### config.mk
export PLATFORM = sky130hd
export DESIGN_NAME = instr_fetch_ctrl
export DESIGN_NICKNAME = d
export VERILOG_FILES = /design/src/rtl/instr_fetch_ctrl.sv
export SDC_FILE = /design/constraint.sdc
export NUM_CORES = 1
export LEC_CHECK = 0
export CORE_UTILIZATION = 45
export DETAILED_ROUTE_END_ITERATION = 8
export HOLD_SLACK_MARGIN = 0.12
export PLACE_DENSITY = 0.76
export SLEW_MARGIN = 20
export SYNTH_ARGS = -nofsm -noshare
export SYNTH_HDL_FRONTEND = slang
export SYNTH_SLANG_ARGS = --single-unit
### constraint.sdc
create_clock -name clk -period 2 [get_ports clk]
set_input_delay 0.4 -clock clk [delete_from_list [all_inputs] [get_ports clk]]
set_output_delay 0.4 -clock clk [all_outputs]
set_load 0.03 [all_outputs]
### src/rtl/instr_fetch_ctrl.sv
// Instruction fetch controller: issues one word read at a time to instruction
// memory, buffers {pc, instr} pairs in a small FIFO for decode, pulses pc_en
// when a fetch completes, and discards buffered and in-flight work on flush.
module instr_fetch_ctrl #(
   parameter int unsigned DEPTH      = 2,
   parameter logic [31:0] RESET_ADDR = 32'h00400000
) (
   input  logic        clk,
   input  logic        rst_n,
   input  logic [31:0] pc_in,
   output logic        pc_en,
   input  logic        flush,
   output logic        imem_req,
   output logic [31:0] imem_addr,
   input  logic        imem_ack,
   input  logic [31:0] imem_rdata,
   output logic        if_valid,
   output logic [31:0] if_instr,
   output logic [31:0] if_pc,
   input  logic        if_ready,
   output logic        fetch_err
);

   localparam int unsigned PW = (DEPTH > 1) ? $clog2(DEPTH) : 1;
   localparam int unsigned CW = $clog2(DEPTH) + 1;
   localparam logic [CW-1:0] DepthC = CW'(DEPTH);

   localparam logic [1:0] StIdle = 2'd0;
   localparam logic [1:0] StBusy = 2'd1;
   localparam logic [1:0] StDrop = 2'd2;

   logic [1:0]    state_q, state_d;
   logic          req_q, req_d;
   logic [31:0]   addr_q, addr_d;
   logic          err_q, err_d;
   logic [PW-1:0] wr_ptr_q, rd_ptr_q;
   logic [CW-1:0] count_q;
   logic [CW-1:0] count_after_pop;
   logic [31:0]   pc_mem_q    [DEPTH];
   logic [31:0]   instr_mem_q [DEPTH];
   logic          push, pop;

   assign if_valid  = (count_q != '0);
   assign if_pc     = pc_mem_q[rd_ptr_q];
   assign if_instr  = instr_mem_q[rd_ptr_q];
   assign imem_req  = req_q;
   assign imem_addr = addr_q;
   assign fetch_err = err_q;

   // Completion pulse: only a clean ack in BUSY advances the PC.
   assign pc_en = (state_q == StBusy) && imem_ack && !flush && !err_q;

   // Pop is suppressed by flush so the flush clear always wins.
   assign pop             = if_valid && if_ready && !flush;
   assign count_after_pop = count_q - CW'(pop);

   // Next-state logic for the request FSM, address register and error flag.
   always_comb begin
      state_d = state_q;
      req_d   = req_q;
      addr_d  = addr_q;
      err_d   = err_q;
      push    = 1'b0;
      unique case (state_q)
         StIdle: begin
            if (!flush) begin
               if (pc_in[1:0] != 2'b00) begin
                  err_d = 1'b1;
               end else if (!err_q && (count_after_pop < DepthC)) begin
                  addr_d  = pc_in;
                  req_d   = 1'b1;
                  state_d = StBusy;
               end
            end
         end
         StBusy: begin
            if (imem_ack) begin
               req_d   = 1'b0;
               state_d = StIdle;
               push    = !flush;
            end else if (flush) begin
               // Request must stay up until memory acks; the data is dropped.
               state_d = StDrop;
            end
         end
         StDrop: begin
            if (imem_ack) begin
               req_d   = 1'b0;
               state_d = StIdle;
            end
         end
         default: begin
            req_d   = 1'b0;
            state_d = StIdle;
         end
      endcase
      if (flush) begin
         err_d = 1'b0;
      end
   end

   // Control state registers.
   always_ff @(posedge clk or negedge rst_n) begin
      if (!rst_n) begin
         state_q <= StIdle;
         req_q   <= 1'b0;
         addr_q  <= RESET_ADDR;
         err_q   <= 1'b0;
      end else begin
         state_q <= state_d;
         req_q   <= req_d;
         addr_q  <= addr_d;
         err_q   <= err_d;
      end
   end

   // FIFO storage, pointers and occupancy; flush empties it outright.
   always_ff @(posedge clk or negedge rst_n) begin
      if (!rst_n) begin
         wr_ptr_q <= '0;
         rd_ptr_q <= '0;
         count_q  <= '0;
         for (int i = 0; i < int'(DEPTH); i++) begin
            pc_mem_q[i]    <= '0;
            instr_mem_q[i] <= '0;
         end
      end else if (flush) begin
         wr_ptr_q <= '0;
         rd_ptr_q <= '0;
         count_q  <= '0;
      end else begin
         if (push) begin
            pc_mem_q[wr_ptr_q]    <= addr_q;
            instr_mem_q[wr_ptr_q] <= imem_rdata;
            wr_ptr_q              <= wr_ptr_q + PW'(1);
         end
         if (pop) begin
            rd_ptr_q <= rd_ptr_q + PW'(1);
         end
         count_q <= count_q + CW'(push) - CW'(pop);
      end
   end

endmodule

==> metrics, run 1 <==
Core Footprint=between 15000 and 20000 um2; vias in the first global route=between 4000 and 5000; Worst EP required=~1.6 ns; CTS Root Cell=clkbuf_16; area fraction in compound gates after synthesis=less than 1%; Placer Congestion=0.770; Adder-Cell Fraction of Synth Area=less than 1%; fmax=approximately 470 MHz; Post-Syn Area=approximately 7300 um2; largest net degree at the start of global routing=62; post-synthesis sequential area ratio=between 50% and 60%; Filler cells=~1200; RSZ-0062 raised after global routing=true; commonest non-fill, non-tap cells in the layout=mux2_2, dfrtp_1, clkdlybuf4s50_1; Final WS setup=-0.137 ns; FF+latch count, synth=between 150 and 200; PortBufs=168; Sw Pwr=0.00567 W; critical-path maximum fanout=27; cell-internal power=between 0.009 and 0.01 W; Die H=~130 um; area of placed instances=9400 um2; failing checks=negative setup slack; syn avg cell area=about 16 um2; maximum vdd ir drop=between 800 and 900 uV; worst slew pin tran=about 0.6 ns; sequential share of power=between 30 and 40%; Finish-stage setup viols=54; CP startpoint kind=register; Reg2Reg Depth=9; Reg clk slew, reported paths=0.06 ns; die area=16700 um2; Hold Crit Depth=1; Slew Viols, Final=0; Mapped Cells=between 400 and 500; DR pass1 iterations=4; clk_skew=roughly 0.013 ns; initial DRC count=around 140; leakage=around 4.7 nW; sw frac=a little over a third; Clk pwr share=between 10% and 20%; Synth Area in XOR/XNOR=less than 1%; Crit Path Category=reg2out; post-route cell area=approximately 10000 um2; Comb pwr share=between 40% and 50%; vias post-DR=4401; Synth Area in Simple Gates=between 1.5 and 2%; Sink Count=~170; CP peak stage delay=~0.42 ns; final net count=between 700 and 800; post-layout min period=2.14 ns; initial antenna violation count=0; Period Utilization, post-route=107%; H-Tree Depth=4; Area Overhead vs Synth=37.7%; global-route wire length before repair=~25 mm; largest family of logic cells by synthesized area=multiplexers; Hold Path Class=reg2reg; Ports=169; Final ANT Viol Nets=0; die extent in x=roughly 130 um; R2R Setup Slk=0.10 ns; Overflow after GRT=0; DRC viols=0; status=finished, violations left; cell row count=46; drt total wl=15.4 mm; Tot GR Track Use=roughly a fifth; Slew HR=59.1%; syn nets=530; TritonCTS clock tree=yes; commonest non-fill, non-tap cell in the layout=mux2_2; Crit. End Element=output pin; DP Wirelength=between 10 and 15 mm; Critical Path AT=roughly 1.7 ns; Worst-Skew Late Latency=between 0.4 and 0.5 ns; Cell variety after synth=30; drt wl/cell=17.6 um; worst-path cell chain=buf_12, mux2_2, clkdlybuf4s15_2; clock tree buffer depth=2; Final Hold Viols=0; PwrDens=roughly 1600 nW/um2; Initial Util=between 40% and 50%; Max-Cap Viols=0; Slowest cell on crit path=dfrtp_2; vias per std cell=approximately 5; Total Power=around 0.016 W; layout cells sized above 1=~52%; Cell Count, Final, Fillers Out=879; total of warnings raised by yosys=0; Cells after DPL=around 840; mux share of post-synthesis cell area=between 30% and 40%; antenna cells=0; TritonCTS Buffers=17
==> registers in the layout, summed over array words and instances (netlist names) <==
register / count
count_q: 2
pc_mem_q: 64
instr_mem_q: 64
state_q: 2
imem_addr: 32
wr_ptr_q: 1
fetch_err: 1
rd_ptr_q: 1
imem_req: 1
==> repair_timing <==
action	in CTS	in global routing
gates resized for setup	170	25
setup buffers	1	3
hold buffers	1	0
pin swaps	1	1
endpoints found under the setup margin	67	129
hold endpoints to repair	54	0
==> area by class of cell <==
cell class,count,area [um2],share of cell area [%]
Multi-Input combinational cell,261,2950,29.4
Inverter,5,18.8,0.187
Clock inverter,11,100,0.998
Tap cell,216,270,2.69
Timing Repair Buffer,198,2040,20.3
Clock buffer,20,447,4.45
Sequential cell,168,4210,41.9
==> worst paths after layout <==
path                                           from                          end
max                            rd_ptr_q$_DFFE_PN0P_                    if_pc[21]
max reg2reg                    count_q[1]$_DFF_PN0_         count_q[1]$_DFF_PN0_
min                        pc_mem_q[43]$_DFFE_PN0P_     pc_mem_q[43]$_DFFE_PN0P_
max in group asynchronous                     rst_n  instr_mem_q[26]$_DFFE_PN0P_
min in group asynchronous                     rst_n     pc_mem_q[59]$_DFFE_PN0P_
min reg2reg                pc_mem_q[43]$_DFFE_PN0P_     pc_mem_q[43]$_DFFE_PN0P_
==> metrics by stage <==
step                setup WS, ns  util, %  hold WS, ns  setup TNS (ns)
CTS                       -0.200     63.3        0.489           -8.32
global placement          -0.111     59.4        0.422           -2.96
global route              -0.192     63.4        0.497           -9.09
floorplan                  0.164        -        0.104               0
finish                    -0.137     63.4        0.482           -5.75
detailed placement        -0.189     59.4        0.432           -6.39
==> kinds of logic (layout without fill, tap and decap cells) <==
family / after synthesis / in the layout
adders and majority gates: 5 / 5
AOI/OAI and AO/OA: 8 / 8
and+or+nand+nor: 21 / 21
muxes: 223 / 223
xor gates and xnor gates: 4 / 4
DFF: 168 / 168
buffers and inverters: 27 / 234
==> synthesized netlist by cell type <==
library cell,instances,area [um2]
nor2b_2,1,8.76
mux2_2,181,2040
nand2_1,2,7.51
o21ai_0,2,10.0
and2_1,2,12.5
o211ai_4,1,21.3
dfstp_2,1,26.3
buf_4,6,45.0
nor2_1,7,26.3
dfrtp_1,167,4180
buf_2,11,55.1
nor2_4,1,11.3
nor2b_1,3,18.8
nand2b_1,1,6.26
mux2_4,28,420
mux2_1,13,146
buf_6,3,33.8
xnor2_1,1,8.76
o22a_1,2,17.5
o21ba_2,1,10.0
xor2_1,3,26.3
nand3_2,1,10.0
nor4_4,1,21.3
mux2i_1,1,10.0
clkbuf_1,2,7.51
nand2_2,1,6.26
or2_2,1,6.26
a21oi_1,2,10.0
ha_1,5,62.6
inv_1,5,18.8
==> layer usage <==
metal,GRT usage (%),up-vias,wire length (um)
met4,7.13,0,286
met5,0,-,0
met3,4.87,21,575
met1,23.6,2266,6570
li1,-,2004,-
met2,34.1,110,8010
==> power by group through the flow <==
| stage | Clock (W) | Combinational [W] | Sequential (W) |
|---|---|---|---|
| 3_5_place_dp | 0 | 0.00718 | 0.00573 |
| 5_1_grt | 0.00327 | 0.00728 | 0.00588 |
| 6_report | 0.00304 | 0.00692 | 0.00568 |
| 4_1_cts | 0.00312 | 0.00699 | 0.00569 |
| 2_1_floorplan | 0 | 0.00394 | 0.00607 |
| 3_3_place_gp | 0 | 0.00705 | 0.00559 |
==> critical path: cells and delay by family, from the launching register on <==
family | cells | cell delay [ns]
buffers and inverters | 2 | 0.51
flip-flops | 1 | 0.42
multiplexers | 1 | 0.38
No activity file was read; power rests on OpenSTA's default activity.
==> run 2, diff against run 1 <==
--- a/config.mk
+++ b/config.mk
@@ -5,10 +5,10 @@
 export SDC_FILE = /design/constraint.sdc
 export NUM_CORES = 1
 export LEC_CHECK = 0
-export CORE_UTILIZATION = 45
+export CORE_UTILIZATION = 40
 export DETAILED_ROUTE_END_ITERATION = 8
 export HOLD_SLACK_MARGIN = 0.12
-export PLACE_DENSITY = 0.76
+export PLACE_DENSITY = 0.69
 export SLEW_MARGIN = 20
 export SYNTH_ARGS = -nofsm -noshare
 export SYNTH_HDL_FRONTEND = slang
==> constraint.sdc (replaced) <==
create_clock -name clk -period 2 [get_ports clk]
set_input_delay 0.4 -clock clk [delete_from_list [all_inputs] [get_ports clk]]
set_output_delay 0.4 -clock clk [all_outputs]
set_load 0.05 [all_outputs]
==> run 2 against run 1 <==
The flow still finishes with violations (negative setup slack). Worst hold slack got worse by 0.058 ns. Critical path depth is the same. Largest power group unchanged. Critical endpoint is now if_pc[31]. Non-clock buffer count decreased by 10. Combinational power rose by 27%. Power is 12% higher. First-iteration DRC count shrank 13%.
==> metrics, run 2 (synthesized netlist as in run 1, its figures left out) <==
status=finished, violations left; failing checks=negative setup slack; Overflow after GRT=0; layout cells sized above 1=roughly 53%; Comb pwr share=50.2%; Filler cells=1418; Slew HR=about two thirds; TritonCTS clock tree=yes; Placer Congestion=between 0.8 and 0.9; Max-Cap Viols=0; Final ANT Viol Nets=0; largest net degree at the start of global routing=69; leakage=between 4 and 5 nW; vias in the first global route=approximately 4800; register area=around 4200 um2; CP startpoint kind=register; post-route cell area=approximately 10000 um2; DRC viols=0; die extent in x=137 um; Tot GR Track Use=between 15 and 20%; DR pass1 iterations=4; sequential share of power=32.4%; CTS Root Cell=clkbuf_16; critical-path maximum fanout=33; drt wl/cell=between 15 and 20 um; Area Overhead vs Synth=37.3%; area of placed instances=between 9000 and 10000 um2; Crit Path Category=reg2out; cell row count=48; footprint of the multi-input gates=~3000 um2; fmax=~500 MHz; RSZ-0062 raised after global routing=true; PortBufs=between 150 and 200; initial DRC count=between 100 and 150; Clk pwr share=approximately 17%; DP Wirelength=10.4 mm; clock tree buffer depth=2; post-layout min period=~2 ns; Sink Count=approximately 170; Slew Viols, Final=0; Final WS setup=-0.0581 ns; vias post-DR=around 4300; maximum vdd ir drop=just under 1000 uV; final net count=715; Core Footprint=approximately 18000 um2; worst slew pin tran=between 0.5 and 0.6 ns; commonest non-fill, non-tap cell in the layout=mux2_2; Die H=roughly 140 um; cell-internal power=roughly 0.01 W; Critical Path AT=1.66 ns; Total Power=0.0175 W; H-Tree Depth=4; clk_skew=between 0.009 and 0.01 ns; initial antenna violation count=0; worst hold slack=0.424 ns; drt total wl=15.2 mm; commonest non-fill, non-tap cells in the layout=mux2_2, dfrtp_1, clkdlybuf4s50_1; Period Utilization, post-route=103%; Final Hold Viols=0; die area=18700 um2; sw frac=a little over two fifths; Ports=around 170; Reg clk slew, reported paths=roughly 0.070 ns; antenna cells=0; Worst-Skew Late Latency=0.43 ns; Initial Util=41.5%; Finish-stage setup viols=57; Hold Path Class=in2async; global-route wire length before repair=24.6 mm; PwrDens=about 1700 nW/um2; Worst EP required=about 1.6 ns; Sw Pwr=between 0.007 and 0.008 W; Crit. End Element=output pin; TritonCTS Buffers=17; vias per std cell=between 4 and 5
[run 2: layer usage]
layer,wire length (um),up-vias,GRT usage (%)
met4,343,0,7.94
met3,736,24,4.37
li1,-,1981,-
met2,7720,106,29.9
met5,0,-,0
met1,6400,2236,20.2
[run 2: power by group through the flow]
stage	Sequential [W]	Combinational [W]	Clock, W
finish	0.00565	0.00878	0.00304
global route	0.00586	0.00917	0.00328
CTS	0.00566	0.00886	0.00313
detailed placement	0.00573	0.00849	0
global placement	0.00560	0.00838	0
floorplan	0.00656	0.00500	0
[run 2: area by class of cell]
class	count	area share [%]
Multi-Input combinational cell	261	29.6
Timing Repair Buffer	188	19.9
Sequential cell	168	42.1
Clock buffer	17	4.25
Clock inverter	14	1.19
Tap cell	225	2.82
Inverter	5	0.188
[run 2: final timing paths]
| check | endpoint | cells after the start | startpoint | slack (ns) |
|---|---|---|---|---|
| setup / recovery | if_pc[31] | 3 | rd_ptr_q$_DFFE_PN0P_ | -0.06 |
| hold / removal | pc_mem_q[61]$_DFFE_PN0P_ | 2 | rst_n | 0.42 |
| setup reg to reg | count_q[1]$_DFF_PN0_ | 10 | state_q[1]$_DFFE_PN0P_ | 0.15 |
| hold reg to reg | pc_mem_q[45]$_DFFE_PN0P_ | 1 | pc_mem_q[45]$_DFFE_PN0P_ | 0.49 |
| max in group asynchronous | imem_addr[6]$_DFFE_PN0P_ | 3 | rst_n | 0.91 |
| min in group clk | pc_mem_q[45]$_DFFE_PN0P_ | 1 | pc_mem_q[45]$_DFFE_PN0P_ | 0.49 |
[run 2: what timing repair did]
action / 4_1_cts / 5_1_grt
pin swaps: 1 / 0
endpoints found under the hold margin: 29 / 0
hold buffers: 1 / 0
resized for setup: 94 / 5
buffers inserted: 0 / 0
gates cloned: 0 / 0
setup endpoints to repair: 94 / 66
[run 2: per-stage QoR]
| stage | utilization [%] | worst slack (ns) | setup TNS [ns] | std cells |
|---|---|---|---|---|
| detailed placement | 52.6 | -0.193 | -12.14 | 846 |
| global placement | 52.6 | -0.134 | -5.53 | 846 |
| floorplan | - | 0.0346 | 0 | 456 |
| global route | 57.0 | -0.111 | -4.25 | 878 |
| CTS | 56.9 | -0.0796 | -2.46 | 878 |
| finish | 57.0 | -0.0581 | -0.774 | 878 |
[run 2: worst max-delay path: stages (launching register included)]
cell     delay, ns
dfrtp_2       0.41
buf_12        0.23
mux2_2        0.39
buf_4         0.20
